[src/rtl/adder_full_adder.sv]
// One-bit full-adder cell: the repeating element of the adder's ripple-carry chain.
// Purely combinational.
module full_adder (
  input  logic a,
  input  logic b,
  input  logic cin,
  output logic s,
  output logic cout
);

  assign s    = a ^ b ^ cin;
  assign cout = (a & b) | (a & cin) | (b & cin);

endmodule

[src/rtl/adder.sv]
// Parameterised ripple-carry adder with a registered result: {c_out, sum} = a + b + c_in,
// available one clock after the operands are presented.
module adder #(
  parameter int size = 4
) (
  input  logic            clk,
  input  logic            rst,
  output logic            c_out,
  output logic [size-1:0] sum,
  input  logic [size-1:0] a,
  input  logic [size-1:0] b,
  input  logic            c_in
);

  logic [size:0]   c;
  logic [size-1:0] sum_comb;

  assign c[0] = c_in;

  // Carry ripples from bit 0 upward; c[size] is the full-width carry-out.
  for (genvar i = 0; i < size; i++) begin : g_bit
    full_adder u_fa (
      .a    (a[i]),
      .b    (b[i]),
      .cin  (c[i]),
      .s    (sum_comb[i]),
      .cout (c[i+1])
    );
  end

  // NOTE: non-blocking assignments keep every register sampling pre-edge values, so
  // ordering between always_ff blocks can never change the result.
  always_ff @(posedge clk or posedge rst) begin
    if (rst) begin
      sum   <= '0;
      c_out <= 1'b0;
    end else begin
      sum   <= sum_comb;
      c_out <= c[size];
    end
  end

endmodule

[config.mk]
export PLATFORM = sky130hd
export DESIGN_NAME = adder
export DESIGN_NICKNAME = d
export VERILOG_FILES = /design/src/rtl/adder_full_adder.sv /design/src/rtl/adder.sv
export SDC_FILE = /design/constraint.sdc
export NUM_CORES = 1
export LEC_CHECK = 0
export BUFFER_PORTS_ARGS = -buffer_cell sky130_fd_sc_hd__buf_2
export CAP_MARGIN = 0
export CORE_AREA = 2 2 39 41
export DETAILED_ROUTE_END_ITERATION = 8
export DIE_AREA = 0 0 41 43
export GPL_ROUTABILITY_DRIVEN = 0
export PLACE_DENSITY = 0.49
export SETUP_SLACK_MARGIN = 0.2
export SYNTH_ARGS = -nofsm -noshare
export SYNTH_HDL_FRONTEND = slang
export SYNTH_SLANG_ARGS = --single-unit
export TNS_END_PERCENT = 100
[constraint.sdc]
create_clock -name clk -period 0.8 [get_ports clk]
set_input_delay 0.16 -clock clk [delete_from_list [all_inputs] [get_ports clk]]
set_output_delay 0.16 -clock clk [all_outputs]
set_load 0.05 [all_outputs]
==> metrics.txt, run 1 <==
outcome complete, but fails checks; failing checks negative setup slack; GR Util All Layers roughly 6.3%; CP endpoint kind flop; Setup Slack @ Placement -1060 ps; Die H approximately 43 um; number of port buffers 15; CTS tree yes; layout cells sized above 1 about 90%; worst vdd ir 483 uV; Layout fillers approximately 150; crit path launch a[0]; DR pass1 iterations 1; slowest stage cell on the critical path fa_2; most common cell after layout, fill and taps aside buf_2; Die ar. 1760 um2; drc violations 0; clock buffer count from CTS 3; hpwl dp approximately 370 um; routed wire length 419 um; first-pass GRT wire length 683 um; total gr overflow 0; Worst Setup EP sum[3]$_DFF_PP0_; Yosys warnings 0; DR vias approximately 170; Syn Inst Count 20; Yosys cell types 3; max cap viols 0; CTS Root Cell clkbuf_4; H-Tree Depth 1; Starting Density between 10% and 20%; Synthesized Nets 35; min cycle time layout roughly 1600 ps; Setup TNS -2590 ps; power per cell area 2130 nW/um2; Mean Syn Cell Area 12.3 um2; CP Launch Type input port; vias in the first global route 198; Area growth, synth to finish 85.8%; Final Util 33.1%; initial antenna violation count 0; critical path class in -> reg; Final Cycle Share 194%; clock sinks 5; Die X ~41 um; FMAX ~640 MHz; critical path fanouts, max 1; Final #Nets 56; Rows 14; Pleak around 0.23 nW; hold wc startpoint b[1]; Longest Clk Path Bufs 2; register area share after synthesis 50.8%; clock transition at the registers of the reported paths ~40 ps; unrepaired setup endpoints after global routing true; Placed Cells incl. Taps 51; Final setup viols 9; crit path DAT between 1500 and 2000 ps; fin cells 56; largest net degree at the start of global routing 6; WP data required ~980 ps; hold_ws 251 ps; critical path's largest stage delay ~420 ps; final worst slack -754 ps; Worst path most repeated cell fa_2; Final Hold Fails 0; mapped cell area ~250 um2; relative slew slack between 90% and 100%; Avg Vias per Cell 3.11; core footprint 1380 um2; Yosys reg bits 5; ant diodes 0; Slew @ Worst Pin 109 ps; most frequent cells in the layout buf_2, inv_2, buf_6; worst path cell trace buf_8, inv_12, fa_2, inv_2, fa_2, fa_2, inv_2, fa_2, inv_2; routed len/inst 7.48 um; 1st-iter DRT viols 0; # IOs 16; Antenna Nets Post-Route 0; final slew viol count 0; HP Class in -> reg
==> where the power goes <==
part / switching (W) / internal [W]
logic: 0.000229 / 0.000149
clock network: 0.0000908 / 0.000188
registers: 0.0000188 / 0.000301
total: 0.000338 / 0.000637
==> worst max-delay path: cells and delay by family <==
kind	cells	cell delay, ps
adder cells (fa/ha/maj)	4	1270
buffers and inverters	5	300
==> metal layers <==
layer	global-route usage, %	up-vias	wire, um
li1	-	88	-
met1	6.33	70	163
met2	8.75	16	185
met3	1.57	0	70
met4	8.00	0	0
met5	0	-	0
==> cell usage after synthesis <==
cell type	instances	share of area (%)
inv_1	11	17
fa_1	4	32
dfrtp_1	5	51
==> per-stage QoR <==
| step | total power (W) | instance area [um2] |
|---|---|---|
| 2_1_floorplan | 0.000527 | 279 |
| 3_3_place_gp | 0.000617 | 374 |
| 3_5_place_dp | 0.000622 | 374 |
| 4_1_cts | 0.000987 | 458 |
| 5_1_grt | 0.00105 | 458 |
| 6_report | 0.000976 | 458 |
==> worst min-delay path by stage <==
stage                            end  slack [ps]  cells after the start
floorplan           sum[3]$_DFF_PP0_         -60                      1
global placement    sum[3]$_DFF_PP0_          60                      2
detailed placement  sum[3]$_DFF_PP0_          60                      2
CTS                 sum[2]$_DFF_PP0_         240                      2
global route        sum[2]$_DFF_PP0_         250                      2
finish              sum[1]$_DFF_PP0_         250                      2
==> area by class of cell <==
cell class	count	area (um2)	area share, %
Clock buffer	4	26.3	5.74
Multi-Input combinational cell	4	90.1	19.7
Tap cell	16	20.0	4.37
Inverter	11	58.8	12.8
Sequential cell	5	130	28.4
Timing Repair Buffer	16	133	29.0
==> what timing repair did <==
item	4_1_cts	5_1_grt
endpoints found under the hold margin	5	0
buffers inserted	0	0
hold buffers	1	0
gates cloned	0	0
gates resized for setup	15	4
endpoints found under the setup margin	10	14
==> cells by family after synthesis <==
logic type  synth area share (%)
fa+ha+maj                   32.5
flops                       50.8
buf+inv                     16.8
==> registers in the layout (all words and copies together), names as in the netlist <==
register / cells
sum: 4
c_out: 1
No activity file was read; power rests on OpenSTA's default activity.
==> inputs of run 2 (changes only) <==
--- a/config.mk
+++ b/config.mk
@@ -5,7 +5,7 @@
 export SDC_FILE = /design/constraint.sdc
 export NUM_CORES = 1
 export LEC_CHECK = 0
-export BUFFER_PORTS_ARGS = -buffer_cell sky130_fd_sc_hd__buf_2
+export BUFFER_PORTS_ARGS = -buffer_cell sky130_fd_sc_hd__clkbuf_2
 export CAP_MARGIN = 0
 export CORE_AREA = 2 2 39 41
 export DETAILED_ROUTE_END_ITERATION = 8
==> metrics.txt, run 2 (synthesis gave the netlist of run 1 again) <==
outcome complete, but fails checks; failing checks negative setup slack; most frequent cells in the layout clkbuf_2, inv_2, buf_8; min cycle time layout 1580 ps; FMAX 633 MHz; total gr overflow 0; 1st-iter DRT viols 1; Antenna Nets Post-Route 0; critical path fanouts, max 1; H-Tree Depth 1; final slew viol count 0; Starting Density roughly 18%; Final Util 34.7%; Largest register FFs 4; final worst slack -780 ps; GR Util All Layers 6.50%; critical path class in -> reg; Longest Clk Path Bufs 2; unrepaired setup endpoints after global routing true; clock transition at the registers of the reported paths 40 ps; Avg Vias per Cell 3.27; largest net degree at the start of global routing 6; HP Class in -> reg; Final Hold Fails 0; Area growth, synth to finish 94.9%; Final setup viols 9; hpwl dp 388 um; ant diodes 0; Die X 41 um; worst vdd ir 581 uV; DR vias roughly 180; clock buffer count from CTS 3; routed len/inst 7.38 um; number of port buffers 15; crit path DAT 1760 ps; largest registers sum (4), c_out (1); core footprint 1380 um2; relative slew slack 88.1%; vias in the first global route roughly 190; CTS Root Cell clkbuf_4; max cap viols 0; first-pass GRT wire length 690 um; Slew @ Worst Pin 178 ps; DR pass1 iterations 2; CP Launch Type input port; Setup Buffers After CTS 0; WP data required 980 ps; Final Cycle Share 197%; power per cell area 2120 nW/um2; routed wire length 413 um; Rows 14; clock sinks 5; Final #Nets 56; drc violations 0; Layout fillers 137; Top reg by flops sum; Setup TNS -2730 ps; Die H 43 um; initial antenna violation count 0; CTS tree yes; # IOs 16; most common cell after layout, fill and taps aside clkbuf_2; Pleak between 0.2 and 0.25 nW; Die ar. 1760 um2; layout cells sized above 1 between 80% and 90%; CP endpoint kind flop
==> run 2: metrics by stage <==
step,instance area (um2),total power [W],std cells,setup slack [ps],hold WS [ps]
3_5_place_dp,374,0.000625,51,-1080,42.1
6_report,480,0.00102,56,-780,251
3_3_place_gp,374,0.000618,51,-1050,41.3
5_1_grt,480,0.00109,56,-817,249
4_1_cts,474,0.000999,56,-777,247
2_1_floorplan,279,0.000527,20,-843,-61.8
==> run 2: worst paths after layout <==
kind / cells past startpoint / endpoint / start
min: 2 / sum[2]$_DFF_PP0_ / b[2]
min in group asynchronous: 3 / sum[3]$_DFF_PP0_ / rst
max: 9 / sum[3]$_DFF_PP0_ / a[0]
max in group asynchronous: 3 / sum[2]$_DFF_PP0_ / rst
==> run 2: layout make-up <==
type / instances / area, um2 / area share [%]
clock buffer: 4 / 26.3 / 5.47
inverter: 11 / 58.8 / 12.2
sequential: 5 / 130 / 27.1
tap: 16 / 20.0 / 4.17
multi-input combinational: 4 / 90.1 / 18.7
timing repair buffer: 16 / 155 / 32.3
==> run 2: timing repair <==
| item | 4_1_cts | 5_1_grt |
|---|---|---|
| endpoints found under the hold margin | 5 | 0 |
| gates cloned | 0 | 0 |
| gates resized for setup | 13 | 8 |
| hold buffers | 1 | 0 |
| setup endpoints to repair | 10 | 10 |
==> run 2: worst max-delay path, cell delays in order <==
cell and delay, ps:
clkbuf_16 130, inv_12 40, fa_2 180, inv_2 40
fa_2 330, fa_2 340, inv_2 60, fa_2 420
inv_2 50
==> run 2: where the power goes <==
group | internal, W | leakage [nW] | switching (W)
Combinational | 0.000181 | 0.170 | 0.000228
Sequential | 0.000301 | 0.0543 | 0.0000260
Clock | 0.000188 | 0.0150 | 0.0000939
==> run 2: metal layers <==
layer  track usage (%)  wire length [um]  up-vias
met5                 0                 0        -
met4              8.00                 0        0
met3              3.14                65        0
met2              7.81               188       16
met1              7.00               159       78
li1                  -                 -       89
==> inputs of run 3 (changes only) <==
==> constraint.sdc (replaced) <==
create_clock -name clk -period 1.9 [get_ports clk]
set_input_delay 0.38 -clock clk [delete_from_list [all_inputs] [get_ports clk]]
set_output_delay 0.38 -clock clk [all_outputs]
set_load 0.05 [all_outputs]
==> metrics.txt, run 3 (synthesis gave the netlist of run 1 again) <==
largest net degree at the start of global routing 6; share of power burned in registers 34.8%; crit path DAT between 1500 and 2000 ps; number of port buffers 15; FMAX 569 MHz; largest registers sum (4), c_out (1); Setup TNS 0 ps; switching share of power 36.7%; vias in the first global route about 140; Sw Pwr 0.000135 W; core footprint 1380 um2; power per cell area between 900 and 1000 nW/um2; critical path's largest stage delay 470 ps; 1st-iter DRT viols 0; Largest register FFs 4; initial antenna violation count 0; ant diodes 0; most common cell after layout, fill and taps aside clkbuf_2; Die ar. 1760 um2; Worst path most repeated cell inv_1; Rows 14; Die H 43 um; Slew @ Worst Pin 279 ps; Die X 41 um; relative slew slack 81.5%; DR vias ~170; Pleak 0.222 nW; CP endpoint kind flop; Final setup viols 0; Layout fillers 152; worst vdd ir 201 uV; layout cells sized above 1 51.3%; Gate power share about 32%; CP Launch Type input port; Antenna Nets Post-Route 0; routed len/inst roughly 6.4 um; min cycle time layout 1760 ps; GR Util All Layers 5.06%; critical path class in -> reg; Starting Density 17.8%; drc violations 0; H-Tree Depth 1; Pint approximately 0.00023 W; CTS resizes 0; slowest stage cell on the critical path fa_1; total gr overflow 0; Placed Cells incl. Taps 51; most frequent cells in the layout clkbuf_2, inv_1, dfrtp_1; DR pass1 iterations 1; Clk pwr share 33.2%; Final #Nets 55; WP data required slightly above 2000 ps; first-pass GRT wire length ~520 um; fin cells 55; worst path cell trace clkbuf_2, inv_1, fa_1, inv_1, fa_2, fa_2, inv_1, fa_1, inv_1; Final Hold Fails 0; Longest Clk Path Bufs 2; hold_buf cts 0; clock sinks 5; Setup Buffers After CTS 0; # IOs 16; hpwl dp about 320 um; Avg Vias per Cell 3.15; HP Class in -> async; critical path fanouts, max 1; max cap viols 0; CTS tree yes; unrepaired setup endpoints after global routing true; area of the multi-input gates 85.1 um2; total area of sequential cells between 100 and 150 um2; clock transition at the registers of the reported paths 50 ps; kind of cell adding the most delay to the critical path adder cells; final slew viol count 0; CTS Root Cell clkbuf_4; Buf/Inv on CP 5; outcome completed; Top reg by flops sum; clock buffer count from CTS 3; Final Cycle Share 92.5%; routed wire length 354 um; Area growth, synth to finish 51.3%
[run 3: metal layers]
layer | share of wire, % | GRT usage, % | vias to the layer above
met5 | 0 | 0 | -
met4 | 0 | 6.00 | 0
met3 | 15 | 3.14 | 0
met2 | 37 | 5.31 | 12
met1 | 48 | 5.92 | 74
li1 | - | - | 87
[run 3: power by group through the flow]
stage	Combinational, W	Sequential [W]	Clock [W]
floorplan	0.0000206	0.000194	0
CTS	0.000120	0.000128	0.000128
global route	0.000131	0.000130	0.000137
finish	0.000118	0.000128	0.000122
global placement	0.000118	0.000130	0
detailed placement	0.000120	0.000130	0
[run 3: stage by stage]
stage	utilization, %	power [W]	area (um2)	setup WS, ps	hold slack (ps)
global placement	25.0	0.000248	347	-113	263
CTS	26.9	0.000375	373	135	2.23
finish	26.9	0.000368	373	142	3.73
floorplan	-	0.000214	251	11.9	159
global route	26.9	0.000398	373	76.6	12.9
detailed placement	25.0	0.000249	347	-121	261
[run 3: worst max path at each step]
stage	startpoint	end	slack (ps)	depth (start not counted)
floorplan	a[0]	sum[3]$_DFF_PP0_	10	8
CTS	a[0]	sum[3]$_DFF_PP0_	130	9
finish	a[0]	sum[3]$_DFF_PP0_	140	9
global route	a[0]	sum[3]$_DFF_PP0_	80	9
detailed placement	a[0]	sum[3]$_DFF_PP0_	-120	9
global placement	a[0]	sum[3]$_DFF_PP0_	-110	9
[run 3: final cells by class]
| class | instances | share of cell area [%] |
|---|---|---|
| sequential | 5 | 33.6 |
| multi-input combinational | 4 | 22.8 |
| timing repair buffer | 15 | 20.1 |
| inverter | 11 | 11.1 |
| clock buffer | 4 | 7.05 |
| tap | 16 | 5.37 |
